[src/rtl/instruction_fetch.sv]
// Instruction fetch unit: issues one word-aligned memory request at a time and
// queues responses in a two-entry FIFO presented to the datapath.
//
// state    | meaning
// ---------+-----------------------------------------------------------
// LOAD     | after reset; copy initialPCval into the fetch PC
// FETCH    | idle; issue a request when unpaused and the buffer has room
// WAIT_ACK | request outstanding; push the response on imem_ack
// DROP     | request outstanding but redirected; discard the response
module instruction_fetch #(
   parameter logic [31:0] NOP_WORD  = 32'h00000013,
   parameter int          BUF_DEPTH = 2
) (
   input  logic        clk,
   input  logic        rst,
   input  logic [31:0] initialPCval,
   input  logic        pause,
   input  logic        redirect,
   input  logic [31:0] redirect_pc,
   output logic        imem_req,
   output logic [31:0] imem_addr,
   input  logic        imem_ack,
   input  logic [31:0] imem_rdata,
   output logic [31:0] instruction_word,
   output logic [31:0] instr_pc,
   output logic        instr_valid,
   input  logic        instr_ready
);

   typedef enum logic [1:0] {LOAD, FETCH, WAIT_ACK, DROP} state_e;

   localparam logic [1:0] FULL_CNT = 2'(BUF_DEPTH);

   state_e      state_q, state_d;
   logic [31:0] pc_q, pc_d;
   logic [31:0] req_addr_q, req_addr_d;
   logic        head_q, head_d;
   logic [1:0]  cnt_q, cnt_d;
   logic [31:0] ent_pc_q   [BUF_DEPTH];
   logic [31:0] ent_data_q [BUF_DEPTH];

   logic        redirect_act;
   logic        buf_valid;
   logic        pop;
   logic        push;
   logic        issue;
   logic [1:0]  occ_after_pop;
   logic        wr_idx;
   logic        unused_lsbs;

   assign unused_lsbs = ^{initialPCval[1:0], redirect_pc[1:0]};

   assign redirect_act  = redirect && (state_q != LOAD);
   assign buf_valid     = (cnt_q != 2'd0) && !pause && !redirect_act;
   assign pop           = buf_valid && instr_ready;
   assign occ_after_pop = cnt_q - {1'b0, pop};
   // Room is judged after this cycle's pop so a full buffer being drained can still issue.
   assign issue         = (state_q == FETCH) && !pause && !redirect && (occ_after_pop < FULL_CNT);
   assign push          = (state_q == WAIT_ACK) && imem_ack && !redirect;
   assign wr_idx        = head_q ^ cnt_q[0];

   always_ff @(posedge clk or negedge rst) begin
      if (!rst) begin
         state_q <= LOAD;
      end else begin
         state_q <= state_d;
      end
   end

   always_comb begin
      state_d = state_q;
      unique case (state_q)
         LOAD:     state_d = FETCH;
         FETCH:    if (issue) state_d = WAIT_ACK;
         WAIT_ACK: begin
            if (imem_ack) begin
               state_d = FETCH;
            end else if (redirect) begin
               state_d = DROP;
            end
         end
         DROP:     if (imem_ack) state_d = FETCH;
         default:  state_d = LOAD;
      endcase
   end

   always_comb begin
      imem_req         = 1'b0;
      imem_addr        = '0;
      unique case (state_q)
         FETCH: begin
            if (issue) begin
               imem_req  = 1'b1;
               imem_addr = pc_q;
            end
         end
         WAIT_ACK, DROP: begin
            imem_req  = 1'b1;
            imem_addr = req_addr_q;
         end
         default: ;
      endcase
      instr_valid      = buf_valid;
      instruction_word = NOP_WORD;
      instr_pc         = '0;
      if (buf_valid) begin
         instruction_word = ent_data_q[head_q];
         instr_pc         = ent_pc_q[head_q];
      end
   end

   always_comb begin
      pc_d       = pc_q;
      req_addr_d = req_addr_q;
      head_d     = head_q;
      cnt_d      = cnt_q;
      if (state_q == LOAD) begin
         pc_d = {initialPCval[31:2], 2'b00};
      end else if (redirect) begin
         pc_d   = {redirect_pc[31:2], 2'b00};
         head_d = 1'b0;
         cnt_d  = 2'd0;
      end else begin
         if (push) begin
            pc_d = pc_q + 32'd4;
         end
         head_d = head_q ^ pop;
         cnt_d  = cnt_q + {1'b0, push} - {1'b0, pop};
      end
      if (issue) begin
         req_addr_d = pc_q;
      end
   end

   always_ff @(posedge clk or negedge rst) begin
      if (!rst) begin
         pc_q       <= '0;
         req_addr_q <= '0;
         head_q     <= 1'b0;
         cnt_q      <= 2'd0;
         for (int i = 0; i < BUF_DEPTH; i++) begin
            ent_pc_q[i]   <= '0;
            ent_data_q[i] <= '0;
         end
      end else begin
         pc_q       <= pc_d;
         req_addr_q <= req_addr_d;
         head_q     <= head_d;
         cnt_q      <= cnt_d;
         if (push) begin
            ent_pc_q[wr_idx]   <= pc_q;
            ent_data_q[wr_idx] <= imem_rdata;
         end
      end
   end

endmodule
[config.mk]
export PLATFORM = sky130hd
export DESIGN_NAME = instruction_fetch
export DESIGN_NICKNAME = d
export VERILOG_FILES = /design/src/rtl/instruction_fetch.sv
export SDC_FILE = /design/constraint.sdc
export NUM_CORES = 1
export LEC_CHECK = 0
export BUFFER_PORTS_ARGS = -buffer_cell sky130_fd_sc_hd__buf_2
export CORE_UTILIZATION = 50
export DETAILED_ROUTE_END_ITERATION = 16
export GPL_ROUTABILITY_DRIVEN = 1
export PLACE_DENSITY_LB_ADDON = 0.05
export SYNTH_ARGS = -nofsm -noshare
export SYNTH_HDL_FRONTEND = slang
export SYNTH_SLANG_ARGS = --single-unit
[constraint.sdc]
create_clock -name clk -period 2.1 [get_ports clk]
set_input_delay 0 -clock clk [delete_from_list [all_inputs] [get_ports clk]]
set_output_delay 0 -clock clk [all_outputs]
set_load 0.1 [all_outputs]
### Word-level counts from Yosys, hierarchy flattened

Index checks and enable logic that the tools add are counted.

* flip-flop bits (word level): 197
* input bits: 102
* output and inout bits: 98
* logic and storage cells: 72

* add/subtract/negate cells: 4
* order comparisons: 4
* equal/unequal tests: 6
* mux-type cells: 26
* bitwise operators: 4
* reduce and logical (&&, ||, !) cells: 19

Operators by type and width (count)
* $mux W32: 13
* $bwmux W64: 2
* $pmux W32 S2: 1
* $add A32 B3 Y32 const B: 1
* $demux W32 S1: 1
* $logic_and A1 B1 Y1: 10
* $mux W2: 5
* $pmux W2 S4: 1
* $eq A2 B2 Y1 const B: 2
* $ge A2 B2 Y1 const B: 2
* $ne A2 B2 Y1 const B: 2
* $not A1 Y2: 2
* $reduce_bool A2 Y1: 2
* $sub A2 B1 Y2: 2
* $logic_not A1 Y1: 3
* $ne A3 B3 Y1 const B: 1
* $reduce_and A3 Y1: 1
* $reduce_bool A3 Y1: 1
* $add A2 B1 Y2: 1
* $eq A2 B1 Y1 const B: 1
* $logic_not A2 Y1: 1
* $lt A2 B1 Y1 const B: 1
* $lt A2 B2 Y1 const B: 1
* $mux W1: 2
* other kinds (3): 4

### Logic depth before layout (Yosys ltp)

* word-level depth: 10
* depth in mapped cells: 12
* depth with buffers taken out: 11

### Worst setup path after synthesis

Ideal clock, no wire load.

* path kind: reg-to-output
* start point: reg state_q[0]
* end point: out instruction_word[0]
* data arrival time: 3.019 ns
* required time: 2.100 ns
* path slack: -0.919 ns
* stages on the path, launching flop included: 10
* buffers on the path: 3
* cells stage by stage: dfrtp_1 inv_1 ha_1 nor2b_1 clkbuf_1 or3_1 clkbuf_1 clkbuf_1 inv_1 nand2_1

* cells in the longest elaborated chain, start to end: 5

Ends and longest elaborated chain
* start, declared: RTL line 34 `state_e state_q, state_d;`
* start signal, assigned: RTL line 66 `state_q <= state_d;`
* $reduce_bool A2 Y1: RTL line 53 `assign redirect_act = redirect && (state_q != LOAD);`
* $logic_and A1 B1 Y1: RTL line 53
* $logic_not A1 Y1: RTL line 54 `assign buf_valid = (cnt_q != 2'd0) && !pause && !redirect_act;`
* $logic_and A1 B1 Y1: RTL line 54
* via instr_valid: RTL line 26 `output logic instr_valid,`
* $mux W32: RTL line 106 `if (buf_valid) begin`
* end, declared: RTL line 24 `output logic [31:0] instruction_word,`

The timed path passes the listed nets, and every way through them passes these cells.

### Worst setup path in the final report

* start point: reg state_q[1]
* end point: out imem_addr[5]

* cells in the longest elaborated chain, start to end: 10
* elaborated cells on any way between the ends: 16
* classes of those cells: add/sub: 1; order compare: 1; eq/ne: 3; mux: 2; reduce/logical: 9

Ends and longest elaborated chain
* $reduce_bool A2 Y1: RTL line 53
* $logic_and A1 B1 Y1: RTL line 53
* $logic_not A1 Y1: RTL line 54
* $logic_and A1 B1 Y1: RTL line 54
* $logic_and A1 B1 Y1: RTL line 55 `assign pop = buf_valid && instr_ready;`
* $sub A2 B1 Y2: RTL line 56 `assign occ_after_pop = cnt_q - {1'b0, pop};`
* $lt A2 B2 Y1: RTL line 58 `assign issue = (state_q == FETCH) && !pause && !redirect && (occ_after_pop < FULL_CNT);`
* $logic_and A1 B1 Y1: RTL line 58
* $mux W32: RTL line 92 `if (issue) begin`
* $pmux W32 S2 (*): RTL line 90 `unique case (state_q)`
* end, declared: RTL line 21 `output logic [31:0] imem_addr,`

Every way passes the cells marked *; elsewhere a longest branch is shown, timed or not.

==> flow_summary.json <==
{
  "cp-start-kind": "flip-flop",
  "hold_violations": 1,
  "drtPass1Iterations": 6,
  "worst_ep_required_time_ns": 2.10,
  "rsz0062_at_grt": "yes",
  "crit_type": "flip-flop to primary output",
  "preCtsSetupSlack_ns": -0.0387,
  "cpMostUsedCell": "buf_6",
  "io-pin-count": 200,
  "cts_tree": "yes",
  "antenna_found_initial": 0,
  "layout.nets": 1395,
  "status": "finished, violations left",
  "ir_worst_vdd_uv": 1380,
  "slowest_stage": "dfrtp_1",
  "drt_iter0_drc": 665,
  "clk_path_buf_depth": 2,
  "max_stage_delay_ns": 0.40,
  "n_antenna_cell": 0,
  "place_congestion": 0.901,
  "overflow": 0,
  "yosys_warnings": 0,
  "crit_family": "buffers and inverters",
  "final_core_util_pct": 84.3,
  "cp.arrival_ns": 2.33,
  "numCtsBuffers": 17,
  "violations": "hold timing, setup timing",
  "syn_inst": 959,
  "area_growth_pct": 65.5,
  "grt_pass1_vias": 8604,
  "cellPowerDensity_nw_per_um2": 1170,
  "ys_ff_latch": 189,
  "synth-edff-count": 0,
  "ys.flop_type": "dfrtp_1",
  "die_w_um": 143,
  "clk_latency_ns": 0.44,
  "hold_path.class": "primary input to flip-flop",
  "drive_above_1_share_pct": 49.6,
  "viasPerCell": 5.83,
  "total_power_uw": 19100,
  "wl_um": 32800,
  "dieHeight_um": 143,
  "grt_pass1_wl_um": 44800,
  "fin_ws_ns": -0.230,
  "synth.cell_area_um2": 9890,
  "worst_setup_hold_path_clk_slew_ns": 0.07,
  "grt_use_total_pct": 28.8,
  "cts-root-buf": "clkbuf_16",
  "wl_per_cell_um": 21.0,
  "hpwl_um": 19000,
  "maxSlewViolCount": 0,
  "path_cells": "inv_2, buf_6, ha_4, nor3b_4, o21a_2, buf_6, clkbuf_16, nand2_2, a21oi_4, buf_12",
  "post-route-min-period_ns": 2.33,
  "num_vias": 9120,
  "port_buffers": 191,
  "synth.distinct_cells": 67,
  "path_buf_inv": 5,
  "synth-seq-area-share_pct": 47.8,
  "finalSetupViolCount": 132,
  "cp-end-kind": "primary output",
  "ant_nets": 0,
  "async_flop_share_pct": 100,
  "syn_area_per_cell_um2": 10.3,
  "skew_ns": 0.0112,
  "crit_fanout": 8,
  "htreeDepth": 4,
  "hold_ws_ns": -0.0156,
  "leakagePower_uw": 0.00696,
  "grt_max_degree": 66,
  "clock_sinks": 189,
  "finalCritPeriodShare_pct": 111,
  "start_util_pct": 51.0,
  "drc": 0,
  "drv_cap": 0,
  "fillers": 1029,
  "rows": 51,
  "core-area_um2": 19400,
  "max_freq_mhz": 429,
  "die_area_um2": 20300
}
==> cells by family (layout without fill, tap and decap cells) <==
group / after synthesis / in the layout / share of synthesized area [%]
compound gates: 151 / 151 / 10.5
xor+xnor: 3 / 3 / 0.266
fa+ha+maj: 8 / 8 / 1.01
buf+inv: 96 / 431 / 4.72
flops: 189 / 189 / 47.8
mux: 190 / 190 / 20.8
other cells: 1 / 4 / 0.0379
simple gates: 321 / 322 / 14.8
==> final cells by class <==
class | instances | area, um2 | share of cell area [%]
multi-input combinational | 678 | 6040 | 37.0
inverter | 18 | 71.3 | 0.436
sequential | 189 | 4740 | 29.0
clock buffer | 18 | 439 | 2.68
timing repair buffer | 381 | 4580 | 28.0
clock inverter | 14 | 154 | 0.941
tap | 265 | 332 | 2.03
==> placed cells by master (no fill, tap or decap), drive strengths merged, types with 5 or more instances in the layout <==
cell,netlist,routed
clkbuf,46,31
mux2i,65,65
mux2,125,125
nor2b,15,15
nor3,10,10
o31ai,11,11
nor4,8,8
nand2,156,156
a221oi,8,8
and2,6,6
a31oi,5,5
a22oi,10,10
a2bb2oi,7,7
dfrtp,189,189
and3,6,6
dlygate4sd3,0,64
o21ai,18,18
o31a,5,5
ha,8,8
nand4,8,8
a21oi,46,46
nor2,76,76
buf,32,304
o22ai,6,6
inv,18,22
clkinv,0,6
nand3,14,14
==> cell usage after synthesis, types with 6 or more instances <==
cell / count / area share (%)
buf_4: 6 / 0.46
and2_1: 6 / 0.38
nor4_1: 8 / 0.51
nand3_1: 14 / 0.71
clkbuf_1: 40 / 1.5
buf_2: 14 / 0.71
o22ai_1: 6 / 0.38
mux2_2: 125 / 14
a221oi_1: 7 / 0.62
and3_1: 6 / 0.38
a22oi_1: 10 / 0.76
nor2b_1: 15 / 0.95
nor2_1: 75 / 2.8
buf_1: 10 / 0.38
a2bb2oi_1: 7 / 0.62
inv_1: 18 / 0.68
o31ai_1: 11 / 0.84
o21ai_0: 17 / 0.86
nor3_1: 10 / 0.51
ha_1: 8 / 1.0
a21oi_1: 46 / 2.3
mux2i_1: 65 / 6.6
dfrtp_1: 189 / 48
nand2_1: 156 / 5.9
==> per-layer routing <==
metal  track usage, %  vias up  part of all wire [%]
met3             4.09       91                   5.6
met4             11.9        0                   3.2
met1             37.3     4571                    40
li1                 -     4048                     -
met5                0        -                     0
met2             48.4      410                    51
==> sequential cells by signal, summed over array words and instances, names as in the netlist <==
signal / count
cnt_q: 2
ent_data_q: 64
ent_pc_q: 60
head_q: 1
pc_q: 30
req_addr_q: 30
state_q: 2
==> worst reg2reg max path: stages (launching register included) <==
cell	delay, ns
dfrtp_1	0.40
inv_2	0.10
buf_6	0.13
ha_4	0.15
and3b_2	0.25
inv_2	0.06
ha_1	0.27
inv_1	0.04
ha_1	0.17
xnor2_1	0.19
nor3_1	0.08
a21oi_1	0.14
o22ai_1	0.10
==> metrics by stage <==
step / hold WS [ns] / setup TNS (ns) / instances / instance area (um2)
after global routing: 0.00838 / -24.37 / 1563 / 16400
after global placement: -0.00493 / 0 / 1414 / 13600
after detailed placement: -0.00672 / -0.0387 / 1414 / 13600
after CTS: 0.00580 / -16.53 / 1524 / 15100
after floorplan: -0.296 / -15.37 / 962 / 10500
final: -0.0156 / -15.04 / 1563 / 16400
==> final timing paths <==
path | cells past startpoint | slack [ns] | end | startpoint
max in group asynchronous | 3 | 1.23 | ent_data_q[2] | rst
min reg2reg | 2 | 0.48 | req_addr_q[21] | req_addr_q[21]
min in group asynchronous | 2 | 0.10 | req_addr_q[29] | rst
max | 10 | -0.23 | imem_addr[5] | state_q[1]
min | 4 | -0.02 | pc_q[14] | initialPCval[14]
max reg2reg | 12 | -0.10 | cnt_q[1] | state_q[0]
==> power breakdown <==
group / internal (uW) / switching, uW / leakage, uW
logic: 4160 / 6050 / 0.00420
clock network: 1620 / 1580 / 0.000279
registers: 4770 / 932 / 0.00248
==> what timing repair did <==
item,CTS,global route
endpoints found under the setup margin,95,170
hold buffers,64,1
gates resized for setup,48,150
setup buffers,11,23
pin swaps,5,100
hold endpoints to repair,217,1
gates cloned,3,18
Note: power is estimated with default switching activity, not from simulation.
